File: src/rtl/wr_reg_dest_sb.sv
// Register-file write-destination selector with a one-entry valid/ready
// output stage and a per-register pending-write scoreboard. The control
// unit uses the scoreboard to stall on RAW hazards until write-back retires.
module wr_reg_dest_sb #(
  parameter int ADDR_W = 5,
  parameter int RT_LSB = 16,
  parameter int RD_LSB = 11,
  parameter int SP_IDX = 29,
  parameter int RA_IDX = 31,
  parameter int CNT_W  = 2
) (
  input  logic              clk,
  input  logic              reset_n,
  input  logic [1:0]        selector,
  input  logic [31:0]       instr,
  input  logic              in_valid,
  output logic              in_ready,
  output logic              out_valid,
  input  logic              out_ready,
  output logic [ADDR_W-1:0] out_addr,
  input  logic              retire_valid,
  input  logic [ADDR_W-1:0] retire_addr,
  input  logic [ADDR_W-1:0] rs_addr,
  input  logic [ADDR_W-1:0] rt_addr,
  output logic              rs_busy,
  output logic              rt_busy,
  output logic              err_underflow
);

  localparam int                NREG    = 2 ** ADDR_W;
  localparam logic [CNT_W-1:0]  CNT_MAX = '1;
  // Fixed indices are zero-extended or truncated to the index width.
  localparam logic [ADDR_W-1:0] SP_A    = ADDR_W'(SP_IDX);
  localparam logic [ADDR_W-1:0] RA_A    = ADDR_W'(RA_IDX);

  typedef enum logic [1:0] {
    SEL_RT = 2'b00,
    SEL_SP = 2'b01,
    SEL_RA = 2'b10,
    SEL_RD = 2'b11
  } sel_e;

  logic [ADDR_W-1:0] sel_addr;
  logic              accept;
  logic              retire_hit;
  logic              underflow_ev;
  logic [NREG-1:0]   inc_vec;
  logic [NREG-1:0]   dec_vec;

  logic              out_valid_q, out_valid_d;
  logic [ADDR_W-1:0] out_addr_q,  out_addr_d;
  logic              err_q,       err_d;
  logic [CNT_W-1:0]  cnt_q [NREG];
  logic [CNT_W-1:0]  cnt_d [NREG];

  // Only the rt/rd fields of the instruction matter here; the rest of the
  // word is deliberately ignored.
  logic unused_instr;
  assign unused_instr = ^instr;

  // Destination index mux driven by the selector.
  always_comb begin
    // NOTE: every combinational output gets a default first so no path
    // leaves it unassigned, which would otherwise infer a latch.
    sel_addr = '0;
    unique case (sel_e'(selector))
      SEL_RT: sel_addr = instr[RT_LSB +: ADDR_W];
      SEL_SP: sel_addr = SP_A;
      SEL_RA: sel_addr = RA_A;
      SEL_RD: sel_addr = instr[RD_LSB +: ADDR_W];
      default: sel_addr = '0;
    endcase
  end

  // Accept when the output slot frees up this cycle and the target counter
  // has headroom; a same-cycle retire does not count as headroom.
  assign in_ready = (!out_valid_q || out_ready) &&
                    ((sel_addr == '0) || (cnt_q[sel_addr] != CNT_MAX));
  assign accept   = in_valid && in_ready;

  // Retires act on the pre-edge count; register 0 is never tracked.
  assign retire_hit   = retire_valid && (retire_addr != '0);
  assign underflow_ev = retire_hit && (cnt_q[retire_addr] == '0);

  // One-hot increment/decrement requests per register.
  always_comb begin
    inc_vec = '0;
    dec_vec = '0;
    if (accept && (sel_addr != '0)) inc_vec[sel_addr] = 1'b1;
    if (retire_hit && !underflow_ev) dec_vec[retire_addr] = 1'b1;
  end

  // Counter next state; simultaneous inc and dec on one index cancel.
  always_comb begin
    cnt_d = cnt_q;
    for (int i = 0; i < NREG; i++) begin
      if (inc_vec[i] && !dec_vec[i])      cnt_d[i] = cnt_q[i] + CNT_W'(1);
      else if (dec_vec[i] && !inc_vec[i]) cnt_d[i] = cnt_q[i] - CNT_W'(1);
    end
  end

  // Output stage next state: load on accept, drain on consumer take, else hold.
  always_comb begin
    out_valid_d = out_valid_q;
    out_addr_d  = out_addr_q;
    if (accept) begin
      out_valid_d = 1'b1;
      out_addr_d  = sel_addr;
    end else if (out_ready) begin
      out_valid_d = 1'b0;
    end
    err_d = err_q | underflow_ev;
  end

  // State registers with asynchronous clear.
  always_ff @(posedge clk or negedge reset_n) begin
    if (!reset_n) begin
      out_valid_q <= 1'b0;
      out_addr_q  <= '0;
      err_q       <= 1'b0;
      // NOTE: this counter array is cleared on reset, unlike a plain storage
      // RAM, because stale pending counts would stall the pipeline forever.
      cnt_q       <= '{default: '0};
    end else begin
      // NOTE: non-blocking assignments so every register samples pre-edge values.
      out_valid_q <= out_valid_d;
      out_addr_q  <= out_addr_d;
      err_q       <= err_d;
      cnt_q       <= cnt_d;
    end
  end

  assign out_valid     = out_valid_q;
  assign out_addr      = out_addr_q;
  assign err_underflow = err_q;
  assign rs_busy       = (rs_addr != '0) && (cnt_q[rs_addr] != '0);
  assign rt_busy       = (rt_addr != '0) && (cnt_q[rt_addr] != '0);

endmodule
File: config.mk
export PLATFORM = sky130hd
export DESIGN_NAME = wr_reg_dest_sb
export DESIGN_NICKNAME = d
export VERILOG_FILES = /design/src/rtl/wr_reg_dest_sb.sv
export SDC_FILE = /design/constraint.sdc
export NUM_CORES = 1
export LEC_CHECK = 0
export BUFFER_PORTS_ARGS = -buffer_cell sky130_fd_sc_hd__buf_4
export CAP_MARGIN = 10
export CORE_ASPECT_RATIO = 1.2
export CORE_MARGIN = 10
export CORE_UTILIZATION = 55
export CTS_CLUSTER_SIZE = 24
export DETAILED_ROUTE_END_ITERATION = 8
export HOLD_SLACK_MARGIN = 0.05
export PLACE_DENSITY = 0.76
export SETUP_SLACK_MARGIN = 0.05
export SKIP_LAST_GASP = 1
export SLEW_MARGIN = 5
export SYNTH_ARGS = -nofsm -noshare
export SYNTH_HDL_FRONTEND = slang
export SYNTH_SLANG_ARGS = --single-unit
File: constraint.sdc
create_clock -name clk -period 2.8 [get_ports clk]
set_input_delay 0.28 -clock clk [delete_from_list [all_inputs] [get_ports clk]]
set_output_delay 0.28 -clock clk [all_outputs]
set_load 0.01 [all_outputs]
After elaboration in Yosys (flattened, before gate mapping)

Index checks and enable logic that the tools add are counted.

Word-level logic and storage cells: 385
Output and inout bits: 10
Flip-flop bits (word level): 71

Add/sub/neg operators: 64
Reductions and logical operators: 184
Bitwise operators: 5
Order comparisons: 8
Eq/ne operators: 4
Muxes and demuxes: 85

Operators by type and width:

| operator                                                              | number |
|---|---|
| 2-bit two-way mux                                                     | 72 |
| 1-bit logical AND                                                     | 74 |
| 2-bit nonzero test                                                    | 35 |
| 1-bit logical NOT                                                     | 66 |
| 2-bit by 1-bit adder with 2-bit output, second input constant         | 32 |
| 32-bit two-way mux                                                    | 2 |
| 2-bit by 1-bit subtractor with 2-bit output, second input constant    | 32 |
| 2-bit binary-select mux with 5-bit select                             | 4 |
| 6-bit >= comparator, second input constant                            | 4 |
| 5-bit NOT with 6-bit output                                           | 4 |
| 5-bit case mux with 4 select lines                                    | 1 |
| 5-bit nonzero test                                                    | 4 |
| 5-bit by 6-bit < comparator with 1-bit output, second input constant  | 2 |
| 1-bit demux with 5-bit select                                         | 2 |
| 5-bit by 1-bit >= comparator with 1-bit output, second input constant | 2 |
| 5-bit logical NOT                                                     | 1 |
| 2-bit equality test, second input constant                            | 2 |
| 2-bit logical NOT                                                     | 2 |
| 1-bit two-way mux                                                     | 4 |
| 2-bit by 1-bit equality test with 1-bit output, second input constant | 1 |
| 1-bit logical OR                                                      | 2 |
| 2-bit != test, second input constant                                  | 1 |
| 1-bit bitwise OR                                                      | 1 |

Longest topological paths before layout

Word-level depth: 16
Gate-level depth with buffers: 15
Gate-level depth less buffers: 11

Worst setup path before layout

OpenSTA, ideal clock, no wires.

Path type: input to register
Start: input port selector[0]
End: register cnt_q[17] (netlist bit)
Data arrival time: 2.729 ns
Library setup time: 0.079 ns
Stages on the path: 13
Setup slack: -0.008 ns
Cells stage by stage: buf_6 o21bai_4 and2_1 buf_6 buf_6 o311ai_2 o2111ai_2 o31ai_4 buf_4 nor4_1 ha_1 nor2_1 xor2_1

Cells in the longest elaborated chain, start to end: 15
Elaborated cells between the ends (all ways): 27
Those cells by class: 2 x order compare; 4 x eq/ne; 8 x mux; 1 x bitwise; 12 x reduce/logical

RTL lines:

| element                                              | RTL line | RTL |
|---|---|---|
| start, declared                                      | 14       | `input logic [1:0] selector,` |
| 2-bit equality test, or another cell as far along    | 66       | `unique case (sel_e'(selector))` |
| 5-bit case mux with 4 select lines (*)               | 66       |  |
| 5-bit NOT with 6-bit output (not written as such)    | 78       | `((sel_addr == '0) \|\| (cnt_q[sel_addr] != CNT_MAX));` |
| 2-bit binary-select mux with 5-bit select            | 78       |  |
| 2-bit two-way mux (not written as such) (2 in a row) | 78       |  |
| 2-bit != test                                        | 78       |  |
| 1-bit logical OR                                     | 78       |  |
| 1-bit logical AND                                    | 77       | `assign in_ready = (!out_valid_q \|\| out_ready) &&` |
| 1-bit logical AND                                    | 79       | `assign accept = in_valid && in_ready;` |
| 1-bit logical AND                                    | 89       | `if (accept && (sel_addr != '0)) inc_vec[sel_addr] = 1'b1;` |
| 32-bit two-way mux (*)                               | 89       |  |
| 1-bit logical NOT                                    | 98       | `else if (dec_vec[i] && !inc_vec[i]) cnt_d[i] = cnt_q[i] - CNT_W'(1);` |
| 1-bit logical AND                                    | 98       |  |
| 2-bit nonzero test (no source line)                  | --       |  |
| end signal, assigned                                 | 129      | `cnt_q <= cnt_d;` |
| end, declared                                        | 53       | `logic [CNT_W-1:0] cnt_q [NREG];` |

Every way passes the cells marked *; elsewhere a longest branch is shown, timed or not. The select of a mux whose other input is x is not followed.
A chain may end at the register's enable or synchronous reset.

Final worst setup path

Start: input port instr[11]
End: register cnt_q[39] (netlist bit)

Cells in the longest elaborated chain, start to end: 14
Elaborated cells between the ends (all ways): 23
Those cells by class: 2 x order compare; 1 x eq/ne; 8 x mux; 1 x bitwise; 11 x reduce/logical

RTL lines:

| element                                              | RTL line | RTL |
|---|---|---|
| start, declared                                      | 15       | `input logic [31:0] instr,` |
| 5-bit case mux with 4 select lines (*)               | 66       |  |
| 5-bit NOT with 6-bit output (not written as such)    | 78       |  |
| 2-bit binary-select mux with 5-bit select            | 78       |  |
| 2-bit two-way mux (not written as such) (2 in a row) | 78       |  |
| 2-bit != test                                        | 78       |  |
| 1-bit logical OR                                     | 78       |  |
| 1-bit logical AND                                    | 77       |  |
| 1-bit logical AND                                    | 79       |  |
| 1-bit logical AND                                    | 89       |  |
| 32-bit two-way mux (*)                               | 89       |  |
| 1-bit logical NOT                                    | 98       |  |
| 1-bit logical AND                                    | 98       |  |
| 2-bit nonzero test (no source line)                  | --       |  |

Marked as above.

==> metrics.cfg <==
[status]
run_status=finished, violations left
violations=negative setup slack

[critical_path]
cp.arrival_ps=3590
critPathTopFamily=simple AND/OR/NAND/NOR gates
critPathCapture=cnt_q[39]
worst-setup-path-type=in -> reg
slowest_delay_ps=660
path_buf_inv=3
reg2reg_depth=12
path_depth=14
crit-reg2reg-launch=cnt_q[21]
cp_max_fo=13
cp_common_cell=buf_4
r2r_end=cnt_q[39]
cp-start-kind=input pin
endpoint_kind=register
worstPathRequired_ps=3030
worstPathCellList=buf_4 -> and3b_4 -> buf_4 -> nor3_1 -> a311oi_1 -> o211ai_1 -> nand4_1 -> nor3_2 -> buf_4 -> nor4_2 -> ha_4 -> xor2_1 -> nor2_1 -> xor2_1
critPathSlowestCell=nor4_2
r2r_setup_slack_ps=-530
crit_start=instr[11]

[global_route]
first_global_vias=5522
grt.met2_usage=0.442
grt_max_degree=72
grt_antenna_before_repair=0
grt_pass1_wl_um=28800
grt_overflow=0
use_met3=0.0634
met1_usage=0.294
grt_use_total=0.265
grt_most_used_layer=met2

[clocking]
insertion_delay_ps=360
clkTransAtPathRegs_ps=60
root_buffer=clkbuf_16
hold_buffers=0
cts_tree=yes
cts_sinks=71
numCtsBuffers=9
ctsHtreeMaxLevel=3
cts_buffer_depth=2

[routing]
drtIter0Drc=757
wl_um=24300
vias=5865
viasPerCell=6.90
drt_first_pass_iters=7
ant_nets=0
wire_per_inst_um=28.6
drc=0

[floorplan]
die_h_um=128
coreArea_sq_um=9520
design.die.area_sq_um=14100
row_count=39
start_util=0.563
die_w_um=110
ios=64

[timing]
worst_pin_slew_ps=957
grt_setup_unrepaired=yes
slew_headroom=0.362
period_minus_slack_ps=3360
clock_skew_ps=13.4
fmaxAchievable_mhz=297
finalSetupViolations=43
period_share=1.20
slew_viol_final=0
fin_ws_ps=-563
hold_viol=0

[logic_synthesis]
async_flop_share=1.00
syn-num-nets=619
yosys.area.top_type=dfrtp_1
synth_cell_types=58
ys_top_cells_by_area=dfrtp_1, xor2_1, mux4_2
synthCells=533
ys_warn_count=0
seq_area_frac_synth=0.332
synth_edf_count=0
netlist_area_sq_um=5360
synth-main-ff-cell=dfrtp_1
synth_seq_cells=71
synth.avg_cell_area_sq_um=10.1
synth_top_area_frac=0.332

[flow_run]
max-cap-violations=0

[pwr]
power_density_nw_per_um2=886
power_leakage_nw=3.83
peakVddDrop_uv=640

[finish]
n_antenna_cell=0
fin_nets=810
layout-drive-gt1-share=0.499
finish.utilization=0.854
areaGrowthSynthToFinish_pct=51.6

[placed_design]
numPortBuffers=41
dp_slack_ps=-431
dp_hpwl_um=12800
gp_congestion=0.922

[worst_hold_path]
hp-class=in -> async

[final cells by class]
type                       count  area (sq um)
multi-input combinational    435          4190
sequential                    71          1780
timing repair buffer         202          1660
fill                         423          1390
clock buffer                  11           253
tap                          123           154
clock inverter                 3          67.6
inverter                       5          18.8
[worst reg2reg max path, delay by kind of cell (launching register included)]
family                     cells  cell delay [ps]
buffers and inverters          2              380
adders and majority gates      1              250
DFF                            1              400
AOI/OAI and AO/OA              3              520
and+or+nand+nor                4             1300
xor gates and xnor gates       2              380
[metrics by stage]
step	std cells	TNS (ps)	power [mW]	hold slack, ps	instance area (sq um)
global route	850	-7870	7.37	136	8120
floorplan	533	0	3.37	-15.6	5380
CTS	831	-22.6	6.46	111	7240
detailed placement	816	-10970	5.05	465	6800
finish	850	-7210	7.20	76.4	8120
global placement	816	-7290	4.90	455	6800
[layout by cell type, fill, tap and decap left out, types with 3 or more instances in the layout]
master,count
a211oi_1,7
a21oi_1,4
a311oi_1,4
buf_12,7
buf_4,187
buf_6,6
clkbuf_16,11
dfrtp_1,71
ha_1,5
ha_2,8
ha_4,19
inv_1,5
mux2_4,5
mux2i_1,8
mux4_2,24
nand2_1,44
nand2_2,7
nand2_4,12
nor2_1,57
nor2_2,17
nor3_1,15
nor3_2,10
nor3_4,4
nor3b_1,5
nor4_2,9
nor4_4,6
o211ai_1,8
or3_1,3
xnor2_1,32
xor2_1,60
xor2_2,4
[per-layer routing]
layer  wire (um)  up-vias  share of wire
met2       11400      562           0.47
met4        2450        0           0.10
met3        2830      244           0.12
met1        7640     2777           0.31
met5           0        -              0
li1            -     2282              -
[cells in the mapped netlist, drive strengths merged (3+ instances only)]
cell type / count
dfrtp: 71
ha: 32
buf: 14
o22ai: 3
inv: 5
mux2: 6
nor2: 76
a311oi: 4
clkbuf: 9
o21bai: 3
mux4: 24
xor2: 64
or2: 4
and3b: 3
nor3: 29
xnor2: 32
o211ai: 8
a211oi: 7
nor4: 17
a21oi: 5
mux2i: 9
o31ai: 4
nand2: 63
nor3b: 5
or3: 3
[where the power goes]
group | switching [mW] | internal (mW) | total [mW]
logic | 2.06 | 2.03 | 4.09
clock network | 0.483 | 0.820 | 1.30
registers | 0.336 | 1.47 | 1.81
[flip-flops by register name (all words and copies together), names as in the netlist]
signal         cells
out_addr           5
err_underflow      1
cnt_q             64
out_valid          1
[timing repair]
item                       in CTS  in global routing
setup endpoints to repair      43                 48
gates cloned                    0                  2
gates resized for setup        17                127
buffers inserted                1                 17
pin swaps                       7                 72
[cell families after synthesis]
| logic type | count (synthesis) | share of synthesized area |
|---|---|---|
| compound gates | 52 | 0.0801 |
| flops | 71 | 0.332 |
| buf+inv | 28 | 0.0287 |
| mux | 39 | 0.134 |
| simple gates | 213 | 0.193 |
| fa+ha+maj | 32 | 0.0747 |
| other cells | 2 | 0.00140 |
| xor+xnor | 96 | 0.157 |
[how the worst min path moves through the flow]
stage                  from   endpoint  slack [ps]  cells after the start
floorplan           reset_n   cnt_q[0]         -20                      0
CTS                 reset_n  cnt_q[61]         110                      1
finish              reset_n  cnt_q[61]          80                      1
detailed placement  reset_n  cnt_q[61]         460                      1
global route        reset_n  cnt_q[28]         140                      1
global placement    reset_n  cnt_q[60]         450                      1
Note: power is estimated with default switching activity, not from simulation.
